$ cat src/rtl/core_dbg_ctrl.sv
// core_dbg_ctrl: multi-hart debug control. One RUNNING/HALTED/RESUME FSM per
// hart with dcsr/dpc storage and a hart-addressed abstract register port.
// Ports: clk_i, reset_i (async, active-high); per-hart halt/resume requests,
// pipeline events (ebreak, trap, retire, PCs); per-hart state flags, dcsr_o,
// dpc_o, dont_trap_o, dbg_ret_o; any/all summaries; abstract access
// (en/wr/hart/ad/do in, di/valid/err out, registered one cycle after en).
// `define CORE_DBG_DSCRATCH_EN adds dscratch0/1 (0x7b2/0x7b3) per hart.
module core_dbg_ctrl #(
  parameter int          NUM_HARTS = 2,
  parameter int          HART_W    = (NUM_HARTS > 1) ? $clog2(NUM_HARTS) : 1,
  parameter logic [31:0] RESET_DPC = 32'h0
) (
  input  logic                      clk_i,
  input  logic                      reset_i,
  input  logic [NUM_HARTS-1:0]      dbg_haltreq_i,
  input  logic [NUM_HARTS-1:0]      dbg_resumereq_i,
  input  logic [NUM_HARTS-1:0]      ebreak_inst_mem_i,
  input  logic [NUM_HARTS-1:0]      trap_i,
  input  logic [NUM_HARTS-1:0]      inst_valid_wb_i,
  input  logic [32*NUM_HARTS-1:0]   cinst_pc_i,
  input  logic [32*NUM_HARTS-1:0]   pc_if_jump_i,
  output logic [NUM_HARTS-1:0]      core_running_o,
  output logic [NUM_HARTS-1:0]      core_halted_o,
  output logic [NUM_HARTS-1:0]      core_resumeack_o,
  output logic [NUM_HARTS-1:0]      dbg_ret_o,
  output logic [NUM_HARTS-1:0]      dont_trap_o,
  output logic [32*NUM_HARTS-1:0]   dcsr_o,
  output logic [32*NUM_HARTS-1:0]   dpc_o,
  output logic                      anyhalted_o,
  output logic                      allhalted_o,
  output logic                      allresumeack_o,
  input  logic                      dbg_ar_en_i,
  input  logic                      dbg_ar_wr_i,
  input  logic [HART_W-1:0]         dbg_ar_hart_i,
  input  logic [15:0]               dbg_ar_ad_i,
  input  logic [31:0]               dbg_ar_do_i,
  output logic [31:0]               dbg_ar_di_o,
  output logic                      dbg_ar_valid_o,
  output logic                      dbg_ar_err_o
);

  typedef enum logic [1:0] {
    ST_RUN  = 2'b00,
    ST_HALT = 2'b01,
    ST_RES  = 2'b10
  } state_e;

  logic [NUM_HARTS-1:0]    hlt_only;
  logic [32*NUM_HARTS-1:0] ds0_v;
  logic [32*NUM_HARTS-1:0] ds1_v;

  logic        hart_ok;
  logic        sel_halt;
  logic        is_dcsr;
  logic        is_dpc;
  logic        is_ds0;
  logic        is_ds1;
  logic        ar_ok;
  logic        ar_wr;
  logic [31:0] sel_dcsr;
  logic [31:0] sel_dpc;
  logic [31:0] sel_ds0;
  logic [31:0] sel_ds1;
  logic [31:0] rdata;

  assign hart_ok = 32'(dbg_ar_hart_i) < NUM_HARTS;
  assign is_dcsr = dbg_ar_ad_i == 16'h07b0;
  assign is_dpc  = dbg_ar_ad_i == 16'h07b1;
`ifdef CORE_DBG_DSCRATCH_EN
  assign is_ds0  = dbg_ar_ad_i == 16'h07b2;
  assign is_ds1  = dbg_ar_ad_i == 16'h07b3;
`else
  assign is_ds0  = 1'b0;
  assign is_ds1  = 1'b0;
  assign ds0_v   = '0;
  assign ds1_v   = '0;
`endif

  // Registers are only reachable while the target hart is parked in HALTED.
  assign ar_ok = hart_ok & sel_halt
               & (is_dcsr | is_dpc | is_ds0 | is_ds1);
  assign ar_wr = dbg_ar_en_i & dbg_ar_wr_i & ar_ok;

  always_comb begin
    sel_halt = 1'b0;
    sel_dcsr = '0;
    sel_dpc  = '0;
    sel_ds0  = '0;
    sel_ds1  = '0;
    for (int h = 0; h < NUM_HARTS; h++) begin
      if (32'(dbg_ar_hart_i) == h) begin
        sel_halt = hlt_only[h];
        sel_dcsr = dcsr_o[h*32 +: 32];
        sel_dpc  = dpc_o[h*32 +: 32];
        sel_ds0  = ds0_v[h*32 +: 32];
        sel_ds1  = ds1_v[h*32 +: 32];
      end
    end
  end

  always_comb begin
    rdata = '0;
    unique case (1'b1)
      is_dcsr: rdata = sel_dcsr;
      is_dpc:  rdata = sel_dpc;
      is_ds0:  rdata = sel_ds0;
      is_ds1:  rdata = sel_ds1;
      default: rdata = '0;
    endcase
  end

  always_ff @(posedge clk_i or posedge reset_i) begin
    if (reset_i) begin
      dbg_ar_valid_o <= 1'b0;
      dbg_ar_err_o   <= 1'b0;
      dbg_ar_di_o    <= '0;
    end else begin
      dbg_ar_valid_o <= dbg_ar_en_i;
      dbg_ar_err_o   <= dbg_ar_en_i & ~ar_ok;
      dbg_ar_di_o    <= (dbg_ar_en_i & ar_ok & ~dbg_ar_wr_i) ? rdata : '0;
    end
  end

  for (genvar g = 0; g < NUM_HARTS; g++) begin : g_hart
    state_e      st_q;
    state_e      prev_q;
    logic [2:0]  cause_q;
    logic [31:0] dpc_q;
    logic        ebm_q;
    logic [4:0]  b13_q;
    logic        mprven_q;
    logic        step_q;
    logic        eb_hit;
    logic        req_hit;
    logic        wr_sel;

    assign eb_hit  = ebreak_inst_mem_i[g] & ebm_q;
    assign req_hit = (step_q | dbg_haltreq_i[g])
                   & (trap_i[g] | inst_valid_wb_i[g]);
    assign wr_sel  = ar_wr & (32'(dbg_ar_hart_i) == g);

    always_ff @(posedge clk_i or posedge reset_i) begin
      if (reset_i) begin
        st_q    <= ST_RUN;
        prev_q  <= ST_RUN;
        cause_q <= '0;
        dpc_q   <= RESET_DPC;
      end else begin
        prev_q <= st_q;
        case (st_q)
          ST_RUN: begin
            if (eb_hit | req_hit) begin
              st_q    <= ST_HALT;
              cause_q <= eb_hit ? 3'd1
                       : (dbg_haltreq_i[g] ? 3'd3 : 3'd4);
              dpc_q   <= trap_i[g] ? pc_if_jump_i[g*32 +: 32]
                                   : cinst_pc_i[g*32 +: 32];
            end
          end
          ST_HALT: if (dbg_resumereq_i[g]) st_q <= ST_RES;
          ST_RES:  if (!dbg_resumereq_i[g]) st_q <= ST_RUN;
          default: st_q <= ST_RUN;
        endcase
        if (wr_sel & is_dpc) dpc_q <= dbg_ar_do_i;
      end
    end

    always_ff @(posedge clk_i or posedge reset_i) begin
      if (reset_i) begin
        ebm_q    <= 1'b0;
        b13_q    <= '0;
        mprven_q <= 1'b0;
        step_q   <= 1'b0;
      end else if (wr_sel & is_dcsr) begin
        ebm_q    <= dbg_ar_do_i[15];
        b13_q    <= dbg_ar_do_i[13:9];
        mprven_q <= dbg_ar_do_i[4];
        step_q   <= dbg_ar_do_i[2];
      end
    end

`ifdef CORE_DBG_DSCRATCH_EN
    logic [31:0] ds0_q;
    logic [31:0] ds1_q;
    always_ff @(posedge clk_i or posedge reset_i) begin
      if (reset_i) begin
        ds0_q <= '0;
        ds1_q <= '0;
      end else begin
        if (wr_sel & is_ds0) ds0_q <= dbg_ar_do_i;
        if (wr_sel & is_ds1) ds1_q <= dbg_ar_do_i;
      end
    end
    assign ds0_v[g*32 +: 32] = ds0_q;
    assign ds1_v[g*32 +: 32] = ds1_q;
`endif

    assign core_running_o[g]   = st_q == ST_RUN;
    assign core_halted_o[g]    = (st_q == ST_HALT) | (st_q == ST_RES);
    assign core_resumeack_o[g] = st_q == ST_RES;
    assign hlt_only[g]         = st_q == ST_HALT;
    assign dbg_ret_o[g]        = (st_q == ST_RUN) & (prev_q == ST_RES);
    assign dont_trap_o[g]      = (st_q == ST_RUN)
      & (((step_q | dbg_haltreq_i[g]) & inst_valid_wb_i[g]) | eb_hit);
    assign dpc_o[g*32 +: 32]   = dpc_q;
    assign dcsr_o[g*32 +: 32]  = {4'd4, 12'd0, ebm_q, 1'b0, b13_q,
                                  cause_q, 1'b0, mprven_q, 1'b0,
                                  step_q, 2'd3};
  end

  assign anyhalted_o    = |core_halted_o;
  assign allhalted_o    = &core_halted_o;
  assign allresumeack_o = &core_resumeack_o;

endmodule
$ cat config.mk
export PLATFORM = sky130hd
export DESIGN_NAME = core_dbg_ctrl
export DESIGN_NICKNAME = d
export VERILOG_FILES = /design/src/rtl/core_dbg_ctrl.sv
export SDC_FILE = /design/constraint.sdc
export NUM_CORES = 1
export LEC_CHECK = 0
export BUFFER_PORTS_ARGS = -buffer_cell sky130_fd_sc_hd__buf_2
export CAP_MARGIN = 30
export CELL_PAD_IN_SITES_DETAIL_PLACEMENT = 0
export CELL_PAD_IN_SITES_GLOBAL_PLACEMENT = 1
export CORE_MARGIN = 1
export CORE_UTILIZATION = 30
export CTS_CLUSTER_DIAMETER = 120
export CTS_CLUSTER_SIZE = 14
export DETAILED_ROUTE_END_ITERATION = 8
export MAX_ROUTING_LAYER = met4
export PLACE_DENSITY_LB_ADDON = 0.1
export SYNTH_ARGS = -nofsm -noshare
export SYNTH_HDL_FRONTEND = slang
export SYNTH_SLANG_ARGS = --single-unit
$ cat constraint.sdc
create_clock -name clk_i -period 7.32 [get_ports clk_i]
set_clock_uncertainty 0.15 [all_clocks]
set_input_delay 0 -clock clk_i [delete_from_list [all_inputs] [get_ports clk_i]]
set_output_delay 0 -clock clk_i [all_outputs]
set_load 0.01 [all_outputs]
==> run_results.csv, run 1 <==
group,metric,value,unit
status,status,"complete, no violations",
place,numPortBuffers,323,
cts,cts_resized,0,
cts,cts_sinks,128,
setup_path,cp.required,7460,ps
cts,root_buffer,"clkbuf_16",
final_layout,drive_gt1_share,36.4,%
route,avgRoutedWirePerCell,18.5,µm
cts,clkLatencyLatePin,410,ps
global_route,grt_antenna_before_repair,1,
setup_path,criticalPathCategory,"reg -> reg",
worst_hold_path,hold_depth,5,
synthesis,synth.area.top_cells,"dfrtp_1 (44%), mux2i_1 (20%), o22ai_1 (5.4%), buf_4 (4.9%), nand2_1 (3.6%)",
setup_path,r2r_start,"g_hart[1].st_q[0]",
cts,cts_setup_buffers,0,
final_layout,fin_cells,1446,
sta,tightest_slew,1020,ps
run,cap_violations,0,
setup_path,end_kind,"flop",
place,hpwlAfterDp,18300,µm
sta,min_period,3730,ps
cts,cts_buffers,17,
setup_path,worstPathMaxFanout,37,
sta,hold_viol_final,0,
setup_path,crit_family,"compound AO/OA/AOI/OAI gates",
setup_path,worstPathCellList,"inv_1 -> ha_2 -> o21a_2 -> mux2_2 -> mux2_1 -> dlygate4sd3_1",
route,route.detailed.drc,0,
floorplanning,initial_core_util,30.9,%
power_and_ir_drop,ir_worst_vdd,0.225,mV
cts,ctsHoldBuffers,149,
setup_path,crit_slowest_cell,"o21a_2",
sta,slew_viol_final,0,
power_and_ir_drop,leakage,0.00608,µW
setup_path,crit_arrival,3870,ps
global_route,grt_max_degree,62,
floorplanning,die-area,25000,µm²
setup_path,r2r_slack,3590,ps
synthesis,syn_inst,671,
synthesis,async_flop_share,100,%
synthesis,ys_seq_elements,128,
route,vias,6666,
setup_path,worst-path-buf-inv,2,
final_layout,final_util,46.8,%
setup_path,startpoint_type,"flop",
worst_hold_path,min-delay-start,"dbg_ar_ad_i[1]",
worst_hold_path,hold_class,"in -> reg",
synthesis,syn_area,7320,µm²
floorplanning,top_level_ports,366,
place,place_congestion,0.762,
place,dp_cells,1268,
synthesis,synth-edff-count,0,
power_and_ir_drop,p_total,3190,µW
floorplanning,chipHeight,158,µm
global_route,grt_pass1_wl,39700,µm
synthesis,synth_seq_area_share,43.8,%
sta,setup-tns-final,0,ps
cts,cts_tree,"yes",
synthesis,synth_top_cell_area_share,43.8,%
synthesis,synth.avg_cell_area,10.9,µm²
sta,hold_ws,16.9,ps
sta,rsz0062_at_grt,"false",
sta,setup_violations,0,
route,post_drt_via_cell_ratio,4.61,
global_route,grt.overflow.total,0,
synthesis,ys_warn_count,0,
worst_hold_path,hold_end,"g_hart[1].b13_q[0]",
final_layout,nFillCells,2374,
route,dr.pass1.iters,4,
global_route,grt_pass1_vias,6911,
setup_path,reg2reg_depth,6,
floorplanning,core_area,23700,µm²
final_layout,nets,1317,
floorplanning,rows,56,
setup_path,r2r-end,"g_hart[1].dpc_q[30]",
setup_path,crit_cells,6,
synthesis,synth_area_leader_cell,"dfrtp_1",
final_layout,area_growth,51.3,%
route,drt-total-wl,26800,µm
sta,fmax,268,MHz
sta,max_slew_margin,32.0,%
power_and_ir_drop,p_per_area,288,nW/µm²
route,drt_iter0_markers,229,
cts,htreeDepth,4,
setup_path,slowest_delay,880,ps
cts,clk_pin_slew,60,ps
sta,finalCritPeriodShare,50.9,%
synthesis,synth_cell_types,36,
global_route,track_usage,22.3,%
route,ant_nets,0,
cts,cts_buffer_depth,2,
synthesis,synth_top_flop_cell,"dfrtp_1",
floorplanning,die_w,158,µm
cells by family after synthesis:
| family | synth area share (%) |
|---|---|
| multiplexers | 28.0 |
| buffers and inverters | 10.5 |
| AND/OR/NAND/NOR | 9.04 |
| flip-flops | 43.8 |
| AO/OA/AOI/OAI | 7.20 |
| adder cells (fa/ha/maj) | 1.37 |
| other | 0.103 |
flip-flops by register name, summed over array words and instances (netlist names):
signal / flops
g_hart.dpc_q: 64
dbg_ar_di_o: 32
g_hart.b13_q: 10
g_hart.cause_q: 6
g_hart.prev_q: 4
g_hart.st_q: 4
g_hart.ebm_q: 2
g_hart.mprven_q: 2
g_hart.step_q: 2
dbg_ar_err_o: 1
dbg_ar_valid_o: 1
power breakdown:
part / switching (µW) / leakage [µW] / internal (µW)
combinational: 701 / 0.00426 / 643
sequential: 171 / 0.00157 / 917
clock: 301 / 0.000250 / 457
layer usage:
| layer | wire (µm) | global-route usage [%] | vias up | part of all wire, % |
|---|---|---|---|---|
| met5 | 0 | - | - | 0 |
| li1 | - | - | 3162 | - |
| met1 | 11900 | 27.5 | 3244 | 44 |
| met3 | 1390 | 4.16 | 15 | 5.2 |
| met2 | 13200 | 37.6 | 245 | 50 |
| met4 | 245 | 5.13 | 0 | 0.92 |
worst max path at each step:
stage                       from                   to  slack, ps
2_1_floorplan            reset_i       dbg_ar_di_o[0]       3760
3_3_place_gp       dbg_ar_hart_i      dbg_ar_di_o[25]       4130
3_5_place_dp   g_hart[1].st_q[0]  g_hart[1].dpc_q[30]       4120
4_1_cts        g_hart[1].st_q[0]  g_hart[1].dpc_q[30]       3570
5_1_grt        g_hart[1].st_q[1]  g_hart[1].dpc_q[30]       3380
6_report       g_hart[1].st_q[0]  g_hart[1].dpc_q[30]       3590
per-stage QoR:
step	worst slack, ps	instance area (µm²)
after floorplan	3760	7470
after global placement	4130	8940
after detailed placement	4120	9050
after CTS	3570	11100
after global routing	3380	11100
final	3590	11100
tightest hold or removal path, delay by kind of cell:
| kind | cells | cell delay (ps) |
|---|---|---|
| buffers and inverters | 1 | 90 |
| AND/OR/NAND/NOR | 3 | 260 |
| multiplexers | 1 | 190 |
layout by cell type, fill, tap and decap left out, drive strengths merged, types with 6 or more instances in the layout:
cell	instances
nand2	70
conb	42
buf	334
ha	8
clkbuf	21
mux2i	147
nor2	24
o21ai	6
inv	42
dfrtp	128
dlygate4sd3	149
a21oi	8
mux2	24
mux4	11
o22ai	63
and3	11
synth_stat cells (9+ instances only):
| library cell | count |
|---|---|
| and3_1 | 11 |
| mux2_4 | 16 |
| nor2_1 | 24 |
| mux2i_1 | 147 |
| clkbuf_1 | 29 |
| nand2_1 | 70 |
| dfrtp_1 | 128 |
| buf_6 | 9 |
| inv_1 | 42 |
| mux4_2 | 11 |
| buf_4 | 48 |
| o22ai_1 | 63 |
area by class of cell:
class | instances | area, µm² | share of cell area (%)
inverters | 42 | 163 | 1.47
well taps | 319 | 399 | 3.60
clock buffers | 21 | 480 | 4.34
multi-input cells | 446 | 3520 | 31.8
diodes | 1 | 2.50 | 0.0226
repair buffers | 483 | 3270 | 29.5
clock inverters | 6 | 37.5 | 0.339
flip-flops and latches | 128 | 3200 | 28.9
No activity file was read; power rests on OpenSTA's default activity.
==> inputs of run 2 (changes only) <==
==> constraint.sdc (replaced) <==
create_clock -name clk_i -period 3.51 [get_ports clk_i]
set_clock_uncertainty 0.15 [all_clocks]
set_input_delay 0 -clock clk_i [delete_from_list [all_inputs] [get_ports clk_i]]
set_output_delay 0 -clock clk_i [all_outputs]
set_load 0.01 [all_outputs]
==> run 2 against run 1 <==
  * Power increased by 120%
  * Cell area increased by 0.94%
  * First-iteration DRC count decreased by 7.9%
  * Critical endpoint unchanged
  * The run now ends with negative hold slack left
  * Die area unchanged
==> run_results.csv, run 2 (synthesis results as in run 1) <==
group,metric,value,unit
global_route,track_usage,22.8,%
sta,rsz0062_at_grt,"false",
final_layout,largest-register,"g_hart.dpc_q",
route,drt_iter0_markers,211,
cts,cts_buffers,17,
floorplanning,chipHeight,158,µm
global_route,grt_pass1_vias,6968,
cts,clkLatencyLatePin,410,ps
sta,hold_viol_final,1,
global_route,grt.overflow.total,0,
route,ant_nets,0,
cts,cts_resized,0,
final_layout,final_util,47.2,%
setup_path,worst-path-buf-inv,2,
sta,min_period,3110,ps
power_and_ir_drop,clkPwrFrac,28.3,%
final_layout,drive_gt1_share,36.9,%
cts,clk_pin_slew,60,ps
floorplanning,rows,56,
sta,tightest_slew,928,ps
cts,cts_tree,"yes",
route,avgRoutedWirePerCell,18.8,µm
setup_path,end_kind,"flop",
sta,setup-tns-final,0,ps
floorplanning,die_w,158,µm
power_and_ir_drop,ir_worst_vdd,0.274,mV
run,cap_violations,0,
place,place_congestion,0.751,
power_and_ir_drop,p_switching,2530,µW
setup_path,cp.required,3660,ps
sta,hold_ws,-15.0,ps
place,hpwlAfterDp,18600,µm
route,drt-total-wl,27400,µm
final_layout,reg_top3,"g_hart.dpc_q (64), dbg_ar_di_o (32), g_hart.b13_q (10)",
worst_hold_path,hold_class,"in -> reg",
setup_path,worstPathCellList,"inv_1 -> ha_1 -> mux2_2 -> nand3_2 -> or4_4 -> mux2_1 -> dlygate4sd3_1",
final_layout,area_growth,52.7,%
final_layout,largest_reg_flops,64,
sta,slew_viol_final,0,
status,violations,"negative hold slack",
final_layout,final_cell_mix,"buf_2 (323), mux2i_1 (147), dlygate4sd3_1 (147)",
global_route,grt_pass1_wl,40500,µm
global_route,grt_max_degree,69,
cts,root_buffer,"clkbuf_16",
final_layout,final_common_cell,"buf_2",
route,route.detailed.drc,0,
power_and_ir_drop,leakage,0.00613,µW
cts,cts_buffer_depth,2,
route,vias,6740,
setup_path,crit_arrival,3260,ps
cts,htreeDepth,4,
power_and_ir_drop,power_switching_share,35.7,%
place,numPortBuffers,323,
floorplanning,core_area,23700,µm²
setup_path,worstPathMaxFanout,32,
setup_path,slowest_delay,770,ps
setup_path,crit_family,"simple AND/OR/NAND/NOR gates",
floorplanning,top_level_ports,366,
cts,ctsHoldBuffers,147,
sta,finalCritPeriodShare,88.7,%
cts,cts_setup_buffers,0,
cts,cts_sinks,128,
global_route,grt_antenna_before_repair,2,
setup_path,startpoint_type,"flop",
setup_path,crit_slowest_cell,"or4_4",
power_and_ir_drop,pwr-share-seq,32.3,%
status,status,"complete, but fails checks",
setup_path,criticalPathCategory,"reg -> reg",
sta,setup_violations,0,
floorplanning,initial_core_util,30.9,%
power_and_ir_drop,pwr-share-comb,39.5,%
sta,max_slew_margin,38.1,%
power_and_ir_drop,p_int,4560,µW
route,post_drt_via_cell_ratio,4.63,
sta,fmax,321,MHz
power_and_ir_drop,p_per_area,635,nW/µm²
floorplanning,die-area,25000,µm²
route,dr.pass1.iters,4,
final_layout,nets,1320,
## run 2: power groups by stage
stage               logic (µW)  clock network, µW  registers [µW]
finish                    2800               2010            2290
detailed placement        2480                  0            2310
CTS                       2820               2040            2290
global placement          2480                  0            2300
floorplan                 1290                  0            2400
global route              3070               2110            2350
## run 2: routing by layer
metal  up-vias  track usage (%)  share of wire [%]
met5         -                -                  0
met4         0             6.87                1.8
met3        30             3.61                5.4
met2       258             37.9                 49
met1      3276             28.4                 44
li1       3176                -                  -
## run 2: final timing paths
kind,to,start,depth (start not counted),slack [ps]
setup reg to reg,g_hart[1].dpc_q[30],g_hart[0].st_q[1],7,400
min in group asynchronous,dbg_ar_di_o[3],reset_i,3,50
setup / recovery,g_hart[1].dpc_q[30],g_hart[0].st_q[1],7,400
hold / removal,g_hart[1].dpc_q[28],cinst_pc_i[60],5,-20
max in group asynchronous,dbg_ar_di_o[15],reset_i,4,2380
hold reg to reg,g_hart[0].prev_q[1],g_hart[0].st_q[1],0,280
## run 2: area by class of cell
cell class                 count  area [µm²]
timing repair buffer         486        3220
multi-input combinational    446        3520
clock buffer                  20         457
sequential                   128        3200
clock inverter                12         205
tap                          319         399
inverter                      42         161
fill                        2399       12500
antenna                        2        5.00
## run 2: through the flow
step / total power, µW / instance area (µm²) / hold WS, ps / instances / worst slack, ps
3_5_place_dp: 4790 / 9030 / -42.1 / 1273 / 976
2_1_floorplan: 3680 / 7470 / -119 / 711 / 1340
6_report: 7100 / 11200 / -15.0 / 1455 / 395
5_1_grt: 7530 / 11200 / 49.9 / 1455 / 239
4_1_cts: 7150 / 11200 / 16.1 / 1452 / 410
3_3_place_gp: 4780 / 9030 / -48.4 / 1273 / 1020
## run 2: worst reg2reg max path: stages (launching register included)
cell,delay (ps)
dfrtp_1,400
inv_1,110
ha_1,170
mux2_2,220
nand3_2,170
or4_4,770
mux2_1,450
dlygate4sd3_1,560
